===== src/rtl/n_register_chain_pkg.sv =====
// Shared constants for the matrix-multiply operand skew lines.
// Defaults for the word width and the skew depth live here.
package n_register_chain_pkg;

    localparam int DATA_W     = 16;
    localparam int SKEW_DEPTH = 4;

endpackage : n_register_chain_pkg


===== src/rtl/n_register_chain_register_stage.sv =====
// One W-bit delay-line stage: a plain D flop with a synchronous clear.
module register_stage #(
    parameter int W = 16
) (
    input  logic         Clock,
    input  logic         Reset,
    input  logic [W-1:0] i_d,
    output logic [W-1:0] o_q
);

    logic [W-1:0] r_q;

    // Reset takes priority over the incoming word on the same edge.
    always_ff @(posedge Clock) begin
        if (Reset) begin
            r_q <= '0;
        end else begin
            r_q <= i_d;
        end
    end

    assign o_q = r_q;

endmodule : register_stage


===== src/rtl/n_register_chain.sv =====
// Parameterised delay line: a word on 'in' appears on 'out' N rising edges later.
// Used to skew and align operand streams between matrix-multiply processing elements.
module n_register_chain
    import n_register_chain_pkg::*;
#(
    parameter int N = SKEW_DEPTH,
    parameter int W = DATA_W
) (
    input  logic         Clock,
    input  logic         Reset,
    input  logic [W-1:0] in,
    output logic [W-1:0] out
);

    generate
        if (N < 0 || W < 1) begin : g_illegal
            $error("n_register_chain: N must be >= 0 and W must be >= 1");
            assign out = '0;
        end else if (N == 0) begin : g_passthrough
            // Zero depth degenerates to a wire; clock and reset have no effect.
            logic w_unused;
            assign w_unused = Clock ^ Reset;
            assign out      = in;
        end else begin : g_chain
            logic [N-1:0][W-1:0] w_stage;

            for (genvar k = 0; k < N; k++) begin : g_stage
                logic [W-1:0] w_stageIn;

                if (k == 0) begin : g_head
                    assign w_stageIn = in;
                end else begin : g_link
                    assign w_stageIn = w_stage[k-1];
                end

                register_stage #(
                    .W(W)
                ) u_stage (
                    .Clock (Clock),
                    .Reset (Reset),
                    .i_d   (w_stageIn),
                    .o_q   (w_stage[k])
                );
            end

            assign out = w_stage[N-1];
        end
    endgenerate

endmodule : n_register_chain


===== config.mk =====
export PLATFORM = sky130hd
export DESIGN_NAME = n_register_chain
export DESIGN_NICKNAME = d
export VERILOG_FILES = /design/src/rtl/n_register_chain_pkg.sv /design/src/rtl/n_register_chain_register_stage.sv /design/src/rtl/n_register_chain.sv
export SDC_FILE = /design/constraint.sdc
export NUM_CORES = 1
export LEC_CHECK = 0
export BUFFER_PORTS_ARGS = -buffer_cell sky130_fd_sc_hd__clkbuf_2
export CAP_MARGIN = 15
export CORE_AREA = 2 2 63 65
export DETAILED_ROUTE_END_ITERATION = 10
export DIE_AREA = 0 0 65 67
export HOLD_SLACK_MARGIN = 0.06
export PLACE_DENSITY = 0.8
export SYNTH_ARGS = -nofsm -noshare
export SYNTH_HDL_FRONTEND = slang
export SYNTH_SLANG_ARGS = --single-unit

===== constraint.sdc =====
create_clock -name Clock -period 1 [get_ports Clock]
set_input_delay 0.2 -clock Clock [delete_from_list [all_inputs] [get_ports Clock]]
set_output_delay 0.2 -clock Clock [all_outputs]
set_load 0.005 [all_outputs]

* Word level (Yosys, flattened, before mapping)
Index checks and enable logic that the tools add are counted.
** Word-level totals
- Register bits after elaboration :: 64
- Word-level logic and storage cells :: 4
- Output and inout port bits :: 16
- Input bits :: 18

* Logic depth before layout (Yosys ltp)
Gate-level depths: netlist of the first run.
- Depth in word-level cells :: 0
- Gate-level depth with buffers :: 3
- Depth with buffers taken out :: 1

* Hierarchy
From an unflattened synthesis of the first run, not the netlist that was laid out.
** Second synthesis, totals
- Cell total of the unflattened synthesis :: 132
- Area total of the unflattened synthesis :: 1856.8 µm²
** By module, submodules not included
- register_stage :: cells each 33, area an instance 464.2 µm², times used 4, sequential area each 320.3 µm²

* Worst setup path after synthesis of the first run
Ideal clock, no wire load.
- Kind :: input -> register
- Start point :: input Reset
- End point :: register g_chain.g_stage[1].u_stage.r_q[0]
- Stages on the path :: 3
- Data arrival time :: 0.524 ns
- Path slack :: 0.362 ns
- Path buffers :: 2
- Library setup time :: 0.114 ns
- Required time :: 0.886 ns
- Cells stage by stage :: buf_6 > buf_6 > nor2b_2
** RTL lines
- start, declared :: RTL line n_register_chain.sv:10 : input logic Reset,
- end signal, assigned :: RTL line n_register_chain_register_stage.sv:18 : r_q <= i_d;
- end, declared :: RTL line n_register_chain_register_stage.sv:11 : logic [W-1:0] r_q;
No word-level cell between the ends.

* Final worst setup path of the first run
- Start point :: register g_chain.g_stage[3].u_stage.r_q[0]
- End point :: output out[0]
** RTL lines
- start, declared :: RTL line n_register_chain_register_stage.sv:11
- start signal, assigned :: RTL line n_register_chain_register_stage.sv:18
- end, declared :: RTL line n_register_chain.sv:12 : output logic [W-1:0] out
No word-level cell between the ends.

==> results of run 1 <==
final cells by class:
cell class                 count  area [um2]
fill                         275        1290
sequential                    64        1280
multi-input combinational     64         551
timing repair buffer          37         235
clock buffer                  13         169
tap                           48        60.1
clock inverter                 3        15.0
layer usage:
metal | up-vias | wire (um) | track usage
met5 | - | 0 | 0
met4 | 0 | 71 | 0.112
met3 | 11 | 135 | 0.0574
met2 | 26 | 1140 | 0.200
met1 | 409 | 1010 | 0.136
li1 | 485 | - | -
placed cells by master (no fill, tap or decap), drive strengths merged:
cell / netlist / layout
dfxtp: 64 / 64
nor2b: 64 / 64
clkbuf: 0 / 45
buf: 7 / 5
clkinv: 0 / 3
power by group:
part	switching, uW	total, uW	internal (uW)
registers	18.1	2660	2640
logic	88.7	215	126
clock network	872	1960	1090
total	979	4830	3850
per-stage QoR:
stage | instances | utilization
after floorplan | 135 | -
after global placement | 213 | 0.590
after detailed placement | 213 | 0.590
after CTS | 229 | 0.641
after global routing | 229 | 0.641
final | 229 | 0.641
path summary, 6_finish.rpt:
path	cells past startpoint	from	endpoint
hold / removal	2	in[3]	g_chain.g_stage[0].u_stage.o_q[3]
hold reg to reg	1	g_chain.g_stage[1].u_stage.o_q[1]	g_chain.g_stage[2].u_stage.o_q[1]
setup / recovery	1	g_chain.g_stage[3].u_stage.o_q[0]	out[0]
setup reg to reg	1	g_chain.g_stage[2].u_stage.o_q[9]	g_chain.g_stage[3].u_stage.o_q[9]
cells by family after synthesis:
kind of cell	Yosys count
buffers and inverters	7
DFF	64
and+or+nand+nor	64
==> Implementation_results.wiki, run 1 <==
{| class="wikitable"
! Metric !! Value
|-
| Global routing usage summed across all routing layers || 0.130
|-
| Main combinational cell family by area after synthesis || simple AND/OR/NAND/NOR gates
|-
| Worst reg-to-reg setup slack || 0.44 ns
|-
| Flip-flop count of the largest register, all copies and words added || 64
|-
| Diode insertion count for antenna repair || 0
|-
| Time the final worst path needs with I/O delays and setup || 0.952 ns
|-
| Hold Vio Cnt, Final || 0
|-
| Compound-gate portion of the synthesized area || 0
|-
| Net count, final || 194
|-
| Buffers inserted by post-CTS timing repair || 0
|-
| Setup slack at placement || 0.182 ns
|-
| 1st-iter DRT viols || 22
|-
| Power per unit of standard cell area || 2090 mW/mm2
|-
| Post-synthesis async set-or-reset flop share || 0
|-
| Final Skew || 0.00487 ns
|-
| Final max-slew violation count || 0
|-
| Number of core rows || 22
|-
| Clock Path Buffers || 2
|-
| Number of antenna violations at the first check in global routing || 0
|-
| Worst endpoint data arrival time || 0.75 ns
|-
| Final weighted congestion of routability-driven global placement || 0.637
|-
| Worst-Margin Slew || 0.214 ns
|-
| Highest attainable clock frequency || 1.05 GHz
|-
| Wire length reported by the detailed router || 2360 um
|-
| Area of the mapped netlist || 0.00192 mm2
|-
| Detail Placement HPWL || 1550 um
|-
| Buffers plus inverters on the worst setup path || 1
|-
| Share of the synthesized netlist area taken by xor and xnor gates || 0
|-
| Netlist cell types || 5
|-
| Resized Gates After CTS || 0
|-
| Share of synthesized cell area in and, or, nand and nor gates || 0.287
|-
| Sequential-to-total area share from yosys stat || 0.668
|-
| Maximum number of pins on one net before global-route repair || 20
|-
| Final Power || 4830 uW
|-
| Post-Synthesis Cells || 135
|-
| Adder-cell share of the synthesized area || 0
|-
| Most numerous cell in the Yosys netlist || sky130_fd_sc_hd__dfxtp_1
|-
| Worst-path fanout max || 1
|-
| Die area || 0.00436 mm2
|-
| Most common library cells after synthesis || sky130_fd_sc_hd__dfxtp_1, sky130_fd_sc_hd__nor2b_2, sky130_fd_sc_hd__buf_6
|-
| GRT Residual Overflow || 0
|-
| Detail-routed net length per standard cell || 10.3 um
|-
| Wire length of the first global-routing pass || 3940 um
|-
| Vias || 931
|-
| Final non-filler cell area || 0.00231 mm2
|-
| Number of flops mapped to enable cells by yosys || 0
|-
| Clock transition at the register clock pins on the worst setup and hold paths after CTS || 0.06 ns
|-
| CTS root buffer || sky130_fd_sc_hd__clkbuf_8
|-
| Area Growth Syn to Fin || 20.5%
|-
| Library cell occupying the most area in the post-synthesis netlist || sky130_fd_sc_hd__dfxtp_1
|-
| Register bit total from synthesis || 64
|-
| Count of pins on the block boundary || 34
|-
| Standard cell core area || 0.00361 mm2
|-
| Worst vdd ir || 0.856 mV
|-
| Multiplexer fraction of the synthesized cell area || 0
|-
| Crit. End Element || output port
|-
| Number of port buffers || 33
|-
| Sum of negative setup slack || 0 ns
|-
| Post-DR vias/cell || 4.07
|-
| CTS tree || done
|-
| Most used flip-flop cell after synthesis || sky130_fd_sc_hd__dfxtp_1
|-
| Dominant delay contributor by cell family on the critical path || flip-flops
|-
| Data required time at the worst endpoint || 0.80 ns
|-
| Die extent in y || 67 um
|-
| First-pass iteration count of the detailed router || 4
|-
| Crit-path cells || clkbuf_2
|-
| Number of design rule violations left after detail routing || 0
|-
| Clock sink count || 64
|-
| Initial standard-cell utilization of the core || 0.532
|-
| Number of violations of the max-capacitance limit || 0
|-
| Leakage dissipation || 0.000969 uW
|-
| Setup repair after global routing missed its margin || false
|-
| Number of buffers created by CTS || 9
|-
| Horizontal die dimension || 65 um
|-
| Number of synthesis warnings || 0
|-
| Largest stage delay on the critical path || 0.32 ns
|-
| # setup viols final || 0
|-
| Slew headroom || 0.857
|-
| Worst Hold Class || primary input to register
|-
| Run status || finished clean
|-
| Worst-skew pair later-pin latency || 0.32 ns
|-
| Post-Synthesis Net Count || 153
|-
| Synthesized area per cell || 14.2 um2
|-
| Share of Yosys cell area claimed by the top area cell type || 0.668
|-
| Count of hold buffers inserted by post-cts repair || 0
|-
| Slowest cell on the critical path || sky130_fd_sc_hd__dfxtp_2
|-
| H-Tree Depth || 3
|-
| Main area contributors after synthesis || sky130_fd_sc_hd__dfxtp_1, sky130_fd_sc_hd__nor2b_2, sky130_fd_sc_hd__buf_6
|-
| Worst Setup Slack, final || 0.0480 ns
|-
| Instance area at placement || 0.00213 mm2
|-
| Post-route antenna net violation count || 0
|-
| Crit path launch type || register
|-
| Worst Setup Path Type || register to output port
|-
| Hold Slack || 0.0821 ns
|-
| Proportion of layout cells with a drive suffix above 1 || 0.624
|-
| Post-route fraction of the period consumed by the critical path || 0.952
|-
| Via count of the first global-routing pass || 916
|}
Note: power is estimated with default switching activity, not from simulation.
==> run 2: changes to the inputs <==
CORE_AREA = 2 2 62 64   (was 2 2 63 65)
DIE_AREA = 0 0 64 66   (was 0 0 65 67)
SYNTH_HIERARCHICAL = 1   (was unset)
==> Implementation_results.wiki, run 2 <==
{| class="wikitable"
! Metric !! Value
|-
| Run status || finished with violations
|-
| Violations in the final reports || negative setup slack
|-
| Fin cells || 244 (+6.6%)
|-
| Setup repair after global routing missed its margin || true
|-
| Hold Vio Cnt, Final || 0 (unchanged)
|-
| Worst r2r src || g_chain.g_stage[0].u_stage/o_q[13]
|-
| # setup viols final || 2 (+2)
|-
| Area Growth Syn to Fin || 30.5%
|-
| Time the final worst path needs with I/O delays and setup || 1.00 ns (+0.0501 ns)
|-
| Post-Synthesis Net Count || 150 (-2.0%)
|-
| Top layer reached by signal wires || met4
|-
| Most common library cells after synthesis || sky130_fd_sc_hd__dfxtp_1, sky130_fd_sc_hd__nor2b_2, sky130_fd_sc_hd__and2b_2
|-
| Final max-slew violation count || 0 (unchanged)
|-
| Count of pins on the block boundary || 34 (unchanged)
|-
| Detail Placement HPWL || 1320 um (-15%)
|-
| Clock sink count || 64 (unchanged)
|-
| Final non-filler cell area || 0.00242 mm2 (+4.8%)
|-
| Synthesized area per cell || 14.1 um2 (-1.0%)
|-
| Total length of routed met3 wires || 131 um (-3.0%)
|-
| Worst reg-to-reg setup slack || 0.39 ns (-0.05 ns)
|-
| Power Internal || 3690 uW (-4.2%)
|-
| Detail-routed net length per standard cell || 9.20 um (-11%)
|-
| Worst Setup Path Type || register to output port
|-
| CTS tree || done
|-
| Met2 wire length || 992 um (-13%)
|-
| Power per unit of standard cell area || 1910 mW/mm2 (-8.4%)
|-
| Crit-path cells || clkbuf_2
|-
| Standard cell core area || 0.00355 mm2 (-1.5%)
|-
| Clock Path Buffers || 2 (unchanged)
|-
| Wire length of the first global-routing pass || 4000 um (+1.6%)
|-
| Netlist cell types || 5 (unchanged)
|-
| Crit path launch type || register
|-
| Combinational share of power || 0.053 (+0.009)
|-
| Stages on the worst setup path || 1 (unchanged)
|-
| 1st-iter DRT viols || 20 (-9.1%)
|-
| Flip-flop count of the largest register, all copies and words added || 64 (unchanged)
|-
| Largest stage delay on the critical path || 0.32 ns (about the same)
|-
| Final Skew || 0.0117 ns (+0.00683 ns)
|-
| Post-Route M1 WL || 1060 um (+5.0%)
|-
| GRT Residual Overflow || 0 (unchanged)
|-
| Number of core rows || 22 (unchanged)
|-
| Proportion of total power due to net switching || 0.204 (+0.00174)
|-
| Highest attainable clock frequency || 0.998 GHz (-5.0%)
|-
| Die extent in y || 66 um (-1.5%)
|-
| Net count, final || 209 (+7.7%)
|-
| Critical path launch point || g_chain.g_stage[3].u_stage/o_q[1]
|-
| Number of antenna violations at the first check in global routing || 0 (unchanged)
|-
| Data required time at the worst endpoint || 0.80 ns (about the same)
|-
| Most numerous cell in the Yosys netlist || sky130_fd_sc_hd__dfxtp_1
|-
| Post-synthesis async set-or-reset flop share || 0 (unchanged)
|-
| Worst-path fanout max || 1 (unchanged)
|-
| Clock transition at the register clock pins on the worst setup and hold paths after CTS || 0.10 ns (+0.04 ns)
|-
| Reg2Reg Capture Point || g_chain.g_stage[1].u_stage/o_q[13]
|-
| Critical path capture point || out[1]
|-
| Final weighted congestion of routability-driven global placement || 0.639 (+0.31%)
|-
| Worst Setup Slack, final || -0.00206 ns (-0.0501 ns)
|-
| Worst endpoint data arrival time || 0.80 ns (+0.05 ns)
|-
| Net switching component of the power || 948 uW (-3.2%)
|-
| Initial standard-cell utilization of the core || 0.523 (-0.00902)
|-
| Most common cell after layout, fill and taps aside || sky130_fd_sc_hd__dfxtp_1
|-
| Share of Yosys cell area claimed by the top area cell type || 0.690 (+0.0221)
|-
| Worst R2R Path Depth || 1 (unchanged)
|-
| Total placed cells including tap cells || 212 (-0.47%)
|-
| Number of buffers created by CTS || 9 (unchanged)
|-
| Part of the power in registers || 0.572 (+0.023)
|-
| Sum of negative setup slack || -0.00226 ns (-0.00226 ns)
|-
| Area of the mapped netlist || 0.00186 mm2 (-3.2%)
|-
| Number of synthesis warnings || 6 (+6)
|-
| Worst Hold Class || primary input to register
|-
| Slowest cell on the critical path || sky130_fd_sc_hd__dfxtp_1
|-
| Leakage dissipation || 0.00108 uW (+12%)
|-
| Worst-skew pair later-pin latency || 0.38 ns (+0.06 ns)
|-
| Main area contributors after synthesis || sky130_fd_sc_hd__dfxtp_1, sky130_fd_sc_hd__nor2b_2, sky130_fd_sc_hd__and2b_2
|-
| Instance area at placement || 0.00210 mm2 (-1.4%)
|-
| Post-route fraction of the period consumed by the critical path || 1.00 (+0.0501)
|-
| Horizontal die dimension || 64 um (-1.5%)
|-
| Maximum number of pins on one net before global-route repair || 31 (+55%)
|-
| Number of design rule violations left after detail routing || 0 (unchanged)
|-
| Via count of the first global-routing pass || 913 (-0.33%)
|-
| Worst-Margin Slew || 0.117 ns (-0.0968 ns)
|-
| Global routing usage summed across all routing layers || 0.133 (+0.00308)
|-
| Post-route antenna net violation count || 0 (unchanged)
|-
| Vias || 962 (+3.3%)
|-
| Crit. End Element || output port
|-
| Worst vdd ir || 0.879 mV (+2.6%)
|-
| Slew headroom || 0.922 (+0.0645)
|-
| Dominant delay contributor by cell family on the critical path || flip-flops
|-
| Wire length reported by the detailed router || 2250 um (-4.9%)
|-
| Buffers inserted by post-CTS timing repair || 0 (unchanged)
|-
| H-Tree Depth || 3 (unchanged)
|-
| Number of flops mapped to enable cells by yosys || 0 (unchanged)
|-
| Most used flip-flop cell after synthesis || sky130_fd_sc_hd__dfxtp_1
|-
| CTS root buffer || sky130_fd_sc_hd__clkbuf_4
|-
| Most frequent cells in the layout || sky130_fd_sc_hd__dfxtp_1, sky130_fd_sc_hd__clkbuf_2, sky130_fd_sc_hd__nor2b_2
|-
| Die area || 0.00422 mm2 (-3.0%)
|-
| First-pass iteration count of the detailed router || 4 (unchanged)
|-
| Final core utilization || 0.683 (+0.0413)
|-
| Number of violations of the max-capacitance limit || 0 (unchanged)
|-
| Buffers plus inverters on the worst setup path || 1 (unchanged)
|-
| Number of port buffers || 33 (unchanged)
|-
| Post-Synthesis Cells || 132 (-2.2%)
|-
| Sequential-to-total area share from yosys stat || 0.690 (+0.0221)
|-
| Clock Power Share || 0.375 (-0.031)
|-
| Register bit total from synthesis || 64 (unchanged)
|-
| Proportion of layout cells with a drive suffix above 1 || 0.571 (-0.0529)
|-
| Origin of the worst min-delay path || Reset
|-
| Post-DR vias/cell || 3.94 (-3.0%)
|-
| Diode insertion count for antenna repair || 0 (unchanged)
|-
| Library cell occupying the most area in the post-synthesis netlist || sky130_fd_sc_hd__dfxtp_1
|}
## run 2: repair_timing
item / CTS / global route
hold buffers: 16 / 0
setup endpoints to repair: 16 / 16
endpoints found under the hold margin: 16 / 0
resized for setup: 0 / 12
## run 2: cell families (layout without fill, tap and decap cells)
| kind of cell | Yosys count | after routing | share of synthesized area |
|---|---|---|---|
| buf+inv | 4 | 68 | 0.0243 |
| flops | 64 | 64 | 0.690 |
| simple gates | 64 | 64 | 0.286 |
## run 2: metal layers
metal,vias up,track usage
met5,-,0
met4,0,0.0897
met3,6,0.0750
met2,28,0.181
met1,410,0.159
li1,518,-
## run 2: power by group through the flow
stage                     Clock, uW  Sequential [uW]  Combinational, uW
after floorplan                   0             2710                124
after global placement            0             2710                194
after detailed placement          0             2710                200
after CTS                      1780             2650                250
after global routing           1930             2660                272
final                          1740             2650                248
## run 2: area by class of cell
class | instances | area (um2)
clock inverter | 5 | 55.1
clock buffer | 11 | 95.1
multi-input combinational | 64 | 531
tap | 48 | 60.1
fill | 261 | 1130
sequential | 64 | 1290
timing repair buffer | 52 | 392
## run 2: worst min-delay path by stage
stage                                               to  cells after the start
floorplan           g_chain.g_stage[0].u_stage/o_q[11]                      1
global placement     g_chain.g_stage[0].u_stage/o_q[5]                      2
CTS                  g_chain.g_stage[0].u_stage/o_q[9]                      3
global route         g_chain.g_stage[0].u_stage/o_q[9]                      3
detailed placement   g_chain.g_stage[0].u_stage/o_q[5]                      2
finish              g_chain.g_stage[0].u_stage/o_q[12]                      3
## run 2: metrics by stage
stage               hold slack, ns  total power [uW]  setup WS (ns)
floorplan                    0.328              2830          0.448
global placement             0.416              2900          0.193
detailed placement           0.416              2910          0.157
CTS                          0.167              4680        -0.0342
global route                 0.164              4860        -0.0679
finish                       0.189              4640       -0.00206
